<file path="src/rtl/zone_peak_streamer_pkg.sv">
// Shared types, default geometry and pixel/light helper functions for the zone peak streamer.
package zone_pkg;

  localparam int H_ACT_DEF   = 640;
  localparam int V_ACT_DEF   = 480;
  localparam int ZONES_X_DEF = 16;
  localparam int ZONES_Y_DEF = 8;
  localparam int OUT_GAP_DEF = 4;
  localparam logic [15:0] MIN_LIGHT_DEF = 16'd64;

  localparam int ZONE_W_DEF  = H_ACT_DEF / ZONES_X_DEF;
  localparam int ZONE_H_DEF  = V_ACT_DEF / ZONES_Y_DEF;
  localparam int N_ZONES_DEF = ZONES_X_DEF * ZONES_Y_DEF;

  // Zone index width matches the driver's light_index port (up to 512 zones).
  localparam int IDX_W = 9;

  typedef enum logic [0:0] {
    ACCUM = 1'b0,
    DUMP  = 1'b1
  } zone_state_e;

  function automatic logic [7:0] luma_of(input logic [7:0] r, input logic [7:0] g,
                                         input logic [7:0] b);
    logic [7:0] m;
    m = (r > g) ? r : g;
    m = (b > m) ? b : m;
    return m;
  endfunction

  // Gamma 2.0 is an exact 8x8 square; the floor keeps dark zones faintly lit.
  function automatic logic [15:0] gamma_floor(input logic [7:0] peak,
                                              input logic [15:0] floor_lvl);
    logic [15:0] sq;
    sq = {8'd0, peak} * {8'd0, peak};
    return (sq > floor_lvl) ? sq : floor_lvl;
  endfunction

endpackage

</file>
<file path="src/rtl/zone_peak_streamer_if.sv">
// Pixel stream in, zone light triplets out; master drives video, slave is the streamer.
interface zone_peak_streamer_if;
  import zone_pkg::*;

  logic             vs;
  logic             de;
  logic [7:0]       r;
  logic [7:0]       g;
  logic [7:0]       b;
  logic [15:0]      mapped_light;
  logic [IDX_W-1:0] light_index;
  logic             light_refresh;
  logic             busy;
  logic             overrun;

  modport master (
    output vs, de, r, g, b,
    input  mapped_light, light_index, light_refresh, busy, overrun
  );

  modport slave (
    input  vs, de, r, g, b,
    output mapped_light, light_index, light_refresh, busy, overrun
  );

endinterface

</file>
<file path="src/rtl/zone_peak_streamer_pos.sv">
// Divider-free position tracker: pixel/line counters within a zone plus zone column/row,
// with a frame_end pulse on the falling edge of the last active line.
module zone_pos_counter #(
  parameter int H_ACT   = 640,
  parameter int V_ACT   = 480,
  parameter int ZONES_X = 16,
  parameter int ZONES_Y = 8,
  localparam int ZONE_W = H_ACT / ZONES_X,
  localparam int ZONE_H = V_ACT / ZONES_Y,
  localparam int PXW    = $clog2(ZONE_W + 1),
  localparam int LNW    = $clog2(ZONE_H + 1),
  localparam int ZXW    = $clog2(ZONES_X + 1),
  localparam int ZYW    = $clog2(ZONES_Y + 1)
) (
  input  logic           clk,
  input  logic           rst,
  input  logic           vs,
  input  logic           de,
  output logic [ZXW-1:0] zx,
  output logic [ZYW-1:0] zy,
  output logic           pix_valid,
  output logic           frame_end
);

  logic [PXW-1:0] px_r, px_c, px_n;
  logic [ZXW-1:0] zx_r, zx_c, zx_n;
  logic [LNW-1:0] ln_r, ln_c, ln_n;
  logic [ZYW-1:0] zy_r, zy_c, zy_n;
  logic           xo_r, xo_c, xo_n;
  logic           done_r, done_c, done_n;
  logic           de_d_r, de_d_c;
  logic           fall_s;
  logic           last_line_s;

  // A frame-start pulse zeroes the position before the same-cycle pixel is placed.
  always_comb begin
    px_c   = vs ? {PXW{1'b0}} : px_r;
    zx_c   = vs ? {ZXW{1'b0}} : zx_r;
    ln_c   = vs ? {LNW{1'b0}} : ln_r;
    zy_c   = vs ? {ZYW{1'b0}} : zy_r;
    xo_c   = vs ? 1'b0 : xo_r;
    done_c = vs ? 1'b0 : done_r;
    de_d_c = vs ? 1'b0 : de_d_r;
  end

  assign fall_s      = de_d_c & ~de;
  assign last_line_s = (zy_c == ZYW'(ZONES_Y - 1)) && (ln_c == LNW'(ZONE_H - 1));
  assign pix_valid   = de & ~xo_c & ~done_c;
  assign frame_end   = fall_s & ~done_c & last_line_s;
  assign zx          = zx_c;
  assign zy          = zy_c;

  // Advance horizontally on each pixel, vertically on each line end.
  always_comb begin
    px_n   = px_c;
    zx_n   = zx_c;
    xo_n   = xo_c;
    ln_n   = ln_c;
    zy_n   = zy_c;
    done_n = done_c;
    if (de) begin
      if (!xo_c) begin
        if (px_c == PXW'(ZONE_W - 1)) begin
          px_n = {PXW{1'b0}};
          if (zx_c == ZXW'(ZONES_X - 1)) begin
            xo_n = 1'b1;
          end else begin
            zx_n = zx_c + ZXW'(1'b1);
          end
        end else begin
          px_n = px_c + PXW'(1'b1);
        end
      end else begin
        px_n = px_c;
      end
    end else if (fall_s) begin
      px_n = {PXW{1'b0}};
      zx_n = {ZXW{1'b0}};
      xo_n = 1'b0;
      if (!done_c) begin
        if (ln_c == LNW'(ZONE_H - 1)) begin
          ln_n = {LNW{1'b0}};
          if (zy_c == ZYW'(ZONES_Y - 1)) begin
            done_n = 1'b1;
          end else begin
            zy_n = zy_c + ZYW'(1'b1);
          end
        end else begin
          ln_n = ln_c + LNW'(1'b1);
        end
      end else begin
        ln_n = ln_c;
      end
    end else begin
      px_n = px_c;
    end
  end

  // Position registers.
  always_ff @(posedge clk) begin
    if (rst) begin
      px_r   <= {PXW{1'b0}};
      zx_r   <= {ZXW{1'b0}};
      ln_r   <= {LNW{1'b0}};
      zy_r   <= {ZYW{1'b0}};
      xo_r   <= 1'b0;
      done_r <= 1'b0;
      de_d_r <= 1'b0;
    end else begin
      px_r   <= px_n;
      zx_r   <= zx_n;
      ln_r   <= ln_n;
      zy_r   <= zy_n;
      xo_r   <= xo_n;
      done_r <= done_n;
      de_d_r <= de;
    end
  end

endmodule

</file>
<file path="src/rtl/zone_peak_streamer.sv">
// Per-zone peak brightness tracker; once per frame streams gamma-mapped zone levels
// to the MiniLED driver as (light, index, refresh) triplets.
module zone_peak_streamer
  import zone_pkg::*;
#(
  parameter int          H_ACT     = H_ACT_DEF,
  parameter int          V_ACT     = V_ACT_DEF,
  parameter int          ZONES_X   = ZONES_X_DEF,
  parameter int          ZONES_Y   = ZONES_Y_DEF,
  parameter int          OUT_GAP   = OUT_GAP_DEF,
  parameter logic [15:0] MIN_LIGHT = MIN_LIGHT_DEF
) (
  input logic                 I_clk,
  input logic                 I_rst,
  zone_peak_streamer_if.slave pix
);

  localparam int N_ZONES = ZONES_X * ZONES_Y;
  localparam int AW      = $clog2(N_ZONES);
  localparam int ZXW     = $clog2(ZONES_X + 1);
  localparam int ZYW     = $clog2(ZONES_Y + 1);
  localparam int GW      = (OUT_GAP > 1) ? $clog2(OUT_GAP) : 1;
  localparam logic [IDX_W-1:0] LAST_IDX   = IDX_W'(N_ZONES - 1);
  localparam logic [GW-1:0]    GAP_RELOAD = GW'(OUT_GAP - 1);

  zone_state_e      state_r, state_n;
  logic [ZXW-1:0]   zx_s;
  logic [ZYW-1:0]   zy_s;
  logic             pix_valid_s;
  logic             frame_end_s;
  logic             accept_s;
  logic             fire_s;
  logic [7:0]       luma_s;
  logic [IDX_W-1:0] pix_idx_s;
  logic [7:0]       peak_r [N_ZONES];
  logic [IDX_W-1:0] idx_r;
  logic [GW-1:0]    gap_r;
  logic [15:0]      light_r;
  logic [IDX_W-1:0] index_r;
  logic             refresh_r;
  logic             busy_r;
  logic             overrun_r;

  zone_pos_counter #(
    .H_ACT   (H_ACT),
    .V_ACT   (V_ACT),
    .ZONES_X (ZONES_X),
    .ZONES_Y (ZONES_Y)
  ) u_pos (
    .clk       (I_clk),
    .rst       (I_rst),
    .vs        (pix.vs),
    .de        (pix.de),
    .zx        (zx_s),
    .zy        (zy_s),
    .pix_valid (pix_valid_s),
    .frame_end (frame_end_s)
  );

  assign luma_s    = luma_of(pix.r, pix.g, pix.b);
  assign pix_idx_s = IDX_W'(zy_s) * IDX_W'(ZONES_X) + IDX_W'(zx_s);
  // A frame start during a dump re-enters accumulation in the same cycle, so its pixel counts.
  assign accept_s  = pix_valid_s && ((state_r == ACCUM) || pix.vs);

  // Next-state and strobe decision.
  always_comb begin
    state_n = state_r;
    fire_s  = 1'b0;
    case (state_r)
      ACCUM: begin
        if (frame_end_s) begin
          state_n = DUMP;
        end else begin
          state_n = ACCUM;
        end
      end
      DUMP: begin
        if (pix.vs) begin
          state_n = ACCUM;
        end else if (gap_r == {GW{1'b0}}) begin
          fire_s = 1'b1;
          if (idx_r == LAST_IDX) begin
            state_n = ACCUM;
          end else begin
            state_n = DUMP;
          end
        end else begin
          state_n = DUMP;
        end
      end
      default: begin
        state_n = ACCUM;
      end
    endcase
  end

  // State register.
  always_ff @(posedge I_clk) begin
    if (I_rst) begin
      state_r <= ACCUM;
    end else begin
      state_r <= state_n;
    end
  end

  // Dump walker: gap countdown starts at zero so the first strobe follows the entry cycle.
  always_ff @(posedge I_clk) begin
    if (I_rst) begin
      gap_r <= {GW{1'b0}};
      idx_r <= {IDX_W{1'b0}};
    end else if (fire_s) begin
      gap_r <= GAP_RELOAD;
      idx_r <= idx_r + IDX_W'(1'b1);
    end else if ((state_r == DUMP) && !pix.vs) begin
      gap_r <= gap_r - GW'(1'b1);
      idx_r <= idx_r;
    end else begin
      gap_r <= {GW{1'b0}};
      idx_r <= {IDX_W{1'b0}};
    end
  end

  // Peak array: frame start clears every zone, then the same-cycle pixel is folded in.
  always_ff @(posedge I_clk) begin
    if (I_rst) begin
      for (int i = 0; i < N_ZONES; i++) begin
        peak_r[i] <= 8'd0;
      end
    end else begin
      for (int i = 0; i < N_ZONES; i++) begin
        if (accept_s && (pix_idx_s == IDX_W'(i))) begin
          peak_r[i] <= (pix.vs || (luma_s > peak_r[i])) ? luma_s : peak_r[i];
        end else if (pix.vs) begin
          peak_r[i] <= 8'd0;
        end else begin
          peak_r[i] <= peak_r[i];
        end
      end
    end
  end

  // Output triplet, busy and sticky overrun.
  always_ff @(posedge I_clk) begin
    if (I_rst) begin
      light_r   <= 16'd0;
      index_r   <= {IDX_W{1'b0}};
      refresh_r <= 1'b0;
      busy_r    <= 1'b0;
      overrun_r <= 1'b0;
    end else begin
      refresh_r <= fire_s;
      busy_r    <= (state_n == DUMP);
      overrun_r <= overrun_r | ((state_r == DUMP) & pix.vs);
      if (fire_s) begin
        light_r <= gamma_floor(peak_r[idx_r[AW-1:0]], MIN_LIGHT);
        index_r <= idx_r;
      end else begin
        light_r <= light_r;
        index_r <= index_r;
      end
    end
  end

  assign pix.mapped_light  = light_r;
  assign pix.light_index   = index_r;
  assign pix.light_refresh = refresh_r;
  assign pix.busy          = busy_r;
  assign pix.overrun       = overrun_r;

endmodule

</file>
<file path="src/flat_wrapper.sv">
// flat-port wrapper written by rule: the top's interface ports become plain ports
module zone_peak_streamer_flat import zone_pkg::*;
#(
  parameter int          H_ACT     = H_ACT_DEF,
  parameter int          V_ACT     = V_ACT_DEF,
  parameter int          ZONES_X   = ZONES_X_DEF,
  parameter int          ZONES_Y   = ZONES_Y_DEF,
  parameter int          OUT_GAP   = OUT_GAP_DEF,
  parameter logic [15:0] MIN_LIGHT = MIN_LIGHT_DEF
)
  (I_clk, I_rst, pix_vs, pix_de, pix_r, pix_g, pix_b, pix_mapped_light, pix_light_index, pix_light_refresh, pix_busy, pix_overrun);
  zone_peak_streamer_if pix_i ();
  input logic I_clk;
  input logic I_rst;
  input wire logic [$bits(pix_i.vs)-1:0] pix_vs;
  input wire logic [$bits(pix_i.de)-1:0] pix_de;
  input wire logic [$bits(pix_i.r)-1:0] pix_r;
  input wire logic [$bits(pix_i.g)-1:0] pix_g;
  input wire logic [$bits(pix_i.b)-1:0] pix_b;
  output wire logic [$bits(pix_i.mapped_light)-1:0] pix_mapped_light;
  output wire logic [$bits(pix_i.light_index)-1:0] pix_light_index;
  output wire logic [$bits(pix_i.light_refresh)-1:0] pix_light_refresh;
  output wire logic [$bits(pix_i.busy)-1:0] pix_busy;
  output wire logic [$bits(pix_i.overrun)-1:0] pix_overrun;
  assign pix_i.vs = pix_vs;
  assign pix_i.de = pix_de;
  assign pix_i.r = pix_r;
  assign pix_i.g = pix_g;
  assign pix_i.b = pix_b;
  assign pix_mapped_light = pix_i.mapped_light;
  assign pix_light_index = pix_i.light_index;
  assign pix_light_refresh = pix_i.light_refresh;
  assign pix_busy = pix_i.busy;
  assign pix_overrun = pix_i.overrun;
  zone_peak_streamer #(.H_ACT(H_ACT), .V_ACT(V_ACT), .ZONES_X(ZONES_X), .ZONES_Y(ZONES_Y), .OUT_GAP(OUT_GAP), .MIN_LIGHT(MIN_LIGHT)) u_core (.I_clk(I_clk), .I_rst(I_rst), .pix(pix_i));
endmodule
</file>
<file path="config.mk">
export PLATFORM = sky130hd
export DESIGN_NAME = zone_peak_streamer_flat
export DESIGN_NICKNAME = d
export VERILOG_FILES = /design/src/rtl/zone_peak_streamer_pkg.sv /design/src/rtl/zone_peak_streamer_if.sv /design/src/rtl/zone_peak_streamer_pos.sv /design/src/rtl/zone_peak_streamer.sv /design/src/flat_wrapper.sv
export SDC_FILE = /design/constraint.sdc
export NUM_CORES = 2
export LEC_CHECK = 0
export BUFFER_PORTS_ARGS = -buffer_cell sky130_fd_sc_hd__buf_2
export CAP_MARGIN = 20
export CORE_MARGIN = 2
export CORE_UTILIZATION = 25
export CTS_CLUSTER_SIZE = 24
export DETAILED_ROUTE_END_ITERATION = 12
export SLEW_MARGIN = 30
export SYNTH_ARGS = -nofsm -noshare
export SYNTH_HDL_FRONTEND = slang
export SYNTH_SLANG_ARGS = --single-unit
</file>
<file path="constraint.sdc">
create_clock -name I_clk -period 14.65 [get_ports I_clk]
set_clock_uncertainty 0.2 [all_clocks]
set_input_delay 0.7325 -clock I_clk [delete_from_list [all_inputs] [get_ports I_clk]]
set_output_delay 0.7325 -clock I_clk [all_outputs]
set_load 0.01 [all_outputs]
</file>
Word-level counts from Yosys, hierarchy flattened
Memory sizes are Yosys's and may differ from the RTL's. A register that Yosys moved wholly into a read port is not among the register bits.
Index checks and enable logic that the tools add are counted.
Storage, ports and cells
  output and inout bits: 28
  bits in writable memories: 1024
  bits of input ports: 28
  word-level logic and storage cells: 2665
  register bits: 63
  memories kept: 1
Cells by class
  order comparisons: 131
  bitwise operators: 395
  $mul: 1
  add/sub/neg operators: 7
  reduce and logical (&&, ||, !) cells: 263
  mux-type cells: 1720
  eq/ne operators: 133
Memories
  u_core.peak_r: words 128, width 8, read ports 129, clocked after Yosys merged registers in 1, wr ports 128, RTL line zone_peak_streamer.sv:35  | logic [7:0] peak_r [N_ZONES];
Operators with widths (number)
  $mux 8: 514
  $mux 1: 1176
  $gt 8x8->1: 130
  $eq 9x7->1 const B: 65
  $or 1x1->1: 385
  $eq 9x6->1 const B: 32
  $eq 9x5->1 const B: 16
  $logic_and 1x1->1: 131
  $logic_or 1x1->1: 129
  $eq 9x4->1 const B: 8
  $mux 6: 10
  $eq 9x3->1 const B: 4
  $mux 5: 6
  $mux 4: 6
  $eq 9x2->1 const B: 2
  $mux 9: 2
  $gt 16x7->1 const B: 1
  $mul 8x8->16: 1
  $mux 16: 1
  $mux 7: 2
  $add 6x1->6 const B: 2
  $eq 6x6->1 const B: 2
  $add 8x5->9: 1
  $add 9x1->9 const B: 1
  other kinds (14): 23

Longest topological paths before layout
  word-level depth: 12
  gate-level depth with buffers: 29
  depth with buffers taken out: 26

Hierarchy
From an unflattened synthesis, not the netlist that was laid out.
Unflattened totals
  cell total of the unflattened synthesis: 7232
  area total of the unflattened synthesis: 75291.0 um2
Modules (own cells, without submodules)
  zone_peak_streamer: seq. area each 31650.4 um2, instances 1, area each 73862.1 um2, cells each 7059
  zone_pos_counter: seq. area each 480.5 um2, instances 1, area each 1428.9 um2, cells each 173

Worst setup path before layout
No wires, ideal clock.
  path kind: input port to flip-flop
  start: in pix_g[5]
  end: mem u_core.peak_r[91][0], enable pin
  library setup time: 398 ps
  arrival: 11323 ps
  path buffers: 2
  required time: 14052 ps
  cell stages on the path: 28
  slack: 2729 ps
  cells stage by stage: inv_1 > ha_1 > a21o_1 > a21o_1 > a21oi_1 > o21ai_0 > nand2_1 > mux2i_1 > ha_1 > nor2b_1 > o21a_1 > o21a_1 > o21ai_0 > a21oi_1 > a211oi_1 > nor3_1 > clkbuf_1 > clkbuf_1 > nor2_1 > ha_1 > nor2b_1 > o21a_1 > o21ai_0 > nand2b_1 > a21oi_1 > nor2_1 > a211oi_1 > o41ai_1
RTL lines
  from (decl): RTL line flat_wrapper.sv:18  | input wire logic [$bits(pix_i.g)-1:0] pix_g;
  to (decl): RTL line zone_peak_streamer.sv:35

==> flow_metrics.env <==
export IMPL_status="finished, final reports clean"
export IMPL_maxCapViolCount=0
export IMPL_yosysSeqAreaShare=0.415
export IMPL_cts_resized=0
export IMPL_postCtsHoldBufs=0
export IMPL_synth_seq_cells=1093
export IMPL_numCtsBuffers=137
export IMPL_initial_core_util=0.251
export IMPL_die_area_um2=314000
export IMPL_die_h_um=560
export IMPL_h_tree_depth=4
export IMPL_slew_headroom=0.227
export IMPL_detail_route_first_pass_iterations=6
export IMPL_num_rows=204
export IMPL_critPathKind="reg -> reg"
export IMPL_clkTransAtPathRegs_ns=0.06
export IMPL_synth_top_area_frac=0.397
export IMPL_p_per_area_nw_per_um2=130
export IMPL_pre_cts_slack_ns=5.37
export IMPL_io_pins=56
export IMPL_antenna_found_initial=21
export IMPL_syn_to_final_growth_pct=12.3
export IMPL_tightest_slew_ns=1.16
export IMPL_grt_pass1_vias=62210
export IMPL_die_width_um=560
export IMPL_first_iter_violations=7977
export IMPL_cts_tree="yes"
export IMPL_ys_flop_type="edfxtp_1"
export IMPL_mostFrequentLayoutCells="ha_1 (1079), nor3_1 (1067), edfxtp_1 (1024)"
export IMPL_fillers=31630
export IMPL_fin_tns_setup_ns=0
export IMPL_syn_inst=7362
export IMPL_startpoint_type="flop"
export IMPL_cp_required_ns=15.10
export IMPL_mostFrequentLayoutCell="ha_1"
export IMPL_syn_area_um2=77400
export IMPL_final_max_slew_violation_count=0
export IMPL_synth_top_family_by_area="adder cells"
export IMPL_via_per_inst=5.53
export IMPL_finalCritPeriodShare=0.642
export IMPL_rsz0062_at_grt="no"
export IMPL_drtAntennaViolNets=0
export IMPL_postCtsSetupRepairBufs=0
export IMPL_gp_congestion=0.914
export IMPL_grt_max_degree=189
export IMPL_synthSimpleGateAreaFrac=0.144
export IMPL_gr_total_overflow=0
export IMPL_clock_sinks=1093
export IMPL_dp_hpwl_um=183000
export IMPL_io_buffers=54
export IMPL_muxShareOfSynthArea=0.0940
export IMPL_clkLatencyLatePin_ns=0.81
export IMPL_synth_edf_count=1024
export IMPL_grt_total_usage=0.181
export IMPL_hp_class="in -> reg"
export IMPL_cp_end_kind="flop"
export IMPL_synth_fa_ha_area_frac=0.181
export IMPL_synth_compound_area_frac=0.0898
export IMPL_fin_ws_ns=5.24
export IMPL_vdd_drop_max_uv=124
export IMPL_vias=63239
export IMPL_cp_max_fo=42
export IMPL_cts_buffer_depth=3
export IMPL_drive_above_1_share=0.105
export IMPL_synth_warnings=0
export IMPL_drc=0
export IMPL_yosysTopAreaCell="edfxtp_1"
export IMPL_total_power_mw=11.3
export IMPL_setup_viol=0
export IMPL_synth_avg_cell_area_um2=10.5
export IMPL_utilization=0.282
export IMPL_clockRootBuffer="clkbuf_16"
export IMPL_hold_violations=0
export IMPL_totalWireLength_um=293000
export IMPL_fin_nets=8339
export IMPL_synth_xor_area_frac=0.00249
export IMPL_leakage_nw=34.4
export IMPL_synth_nets=8494
export IMPL_grt_pass1_wl_um=427000
export IMPL_synthArstFlopShare=0
export IMPL_synthTopCellsByArea="edfxtp_1 (40%), ha_1 (17%), mux4_2 (8.1%), nor3_1 (7.0%), inv_1 (4.7%)"
export IMPL_post_route_min_period_ns=9.41
export IMPL_min_delay_start="pix_de"
export IMPL_arrival_ns=9.87
export IMPL_synth_distinct_cells=72
export IMPL_fmax_mhz=106
export IMPL_wl_per_cell_um=25.6
export IMPL_fp_coreArea_um2=309000
## critical path, stage by stage (launching register included)
cell and delay (ns):
dfxtp_4 0.95, buf_4 0.78, mux4_2 0.62, mux4_2 0.48, nand2_1 0.08, nand4_1 0.28, a211oi_2 1.00, nor2_1 0.28
fa_1 0.53, fa_1 0.50, fa_1 0.54, inv_1 0.06, fa_1 0.54, inv_1 0.06, ha_1 0.34, o21a_1 0.19
or2_2 0.29, a31oi_1 0.36, o21ai_0 0.14, a41o_1 0.26, o21bai_1 0.21, a21oi_1 0.36, o21ai_0 0.16
## report_power, final
group	internal [mW]	switching (mW)
sequential	3.83	0.325
combinational	1.40	2.42
clock	1.91	1.42
total	7.14	4.17
## state kept, by name, summed over array words and instances (netlist names), 2 cells and up, named ones only
signal                   count
u_core.gap_r                 2
u_core.idx_r                 9
u_core.peak_r             1024
u_core.pix.light_index       9
u_core.pix.mapped_light     15
u_core.u_pos.ln_r            6
u_core.u_pos.px_r            6
u_core.u_pos.zx_r            5
u_core.u_pos.zy_r            4
## per-layer routing
metal,share of wire,vias to the layer above,GRT usage,routed length [um]
li1,-,26751,-,-
met1,0.38,31457,0.231,111000
met2,0.44,4058,0.280,129000
met3,0.12,951,0.0462,35800
met4,0.062,22,0.0988,18200
met5,0.00048,-,0,141
## final cells by class
cell class	instances	area [um^2]	share of cell area
Antenna cell	8	20.0	0.000230
Clock buffer	171	3670	0.0422
Clock inverter	71	597	0.00686
Inverter	972	3650	0.0420
Multi-Input combinational cell	4814	40100	0.461
Sequential cell	1093	32100	0.370
Tap cell	4120	5150	0.0593
Timing Repair Buffer	189	1640	0.0189
## stage by stage
step	instances	instance area, um^2	hold slack [ns]
6_report	11438	87000	0.133
5_1_grt	11434	86900	0.125
4_1_cts	11428	86800	0.0867
2_1_floorplan	7362	77400	0.208
3_3_place_gp	11181	82300	0.217
3_5_place_dp	11186	82500	0.225
## cell families after synthesis
kind of cell             Yosys count
AND/OR/NAND/NOR                 2192
multiplexers                     371
flip-flops                      1093
other                              1
AO/OA/AOI/OAI                   1124
adder cells (fa/ha/maj)         1104
buffers and inverters           1455
XOR/XNOR                          22
## cells in the mapped netlist (40+ instances only)
cell type and number:
buf_1 41, nand2_1 197, dfxtp_1 69, edfxtp_1 1024, o21ai_0 307, inv_1 966, nor2b_1 149, a21oi_1 332
a211oi_1 40, o21a_1 95, mux2i_1 69, ha_1 1079, a21o_1 176, mux4_2 279, nor2_1 208, clkbuf_1 380
nand2b_1 167, nor3_1 1077, nand4_1 161, nand3_1 185
## worst paths after layout
kind                                             endpoint  slack [ns]  cells past startpoint
setup / recovery  u_core.pix.mapped_light[5]$_SDFFE_PP0P_        5.24                     22
hold / removal            u_core.u_pos.px_r[1]$_SDFF_PP0_        0.13                      3
setup reg to reg  u_core.pix.mapped_light[5]$_SDFFE_PP0P_        5.24                     22
hold reg to reg                u_core.gap_r[0]$_SDFF_PP0_        0.23                      1
(Power assumes the default switching activity.)
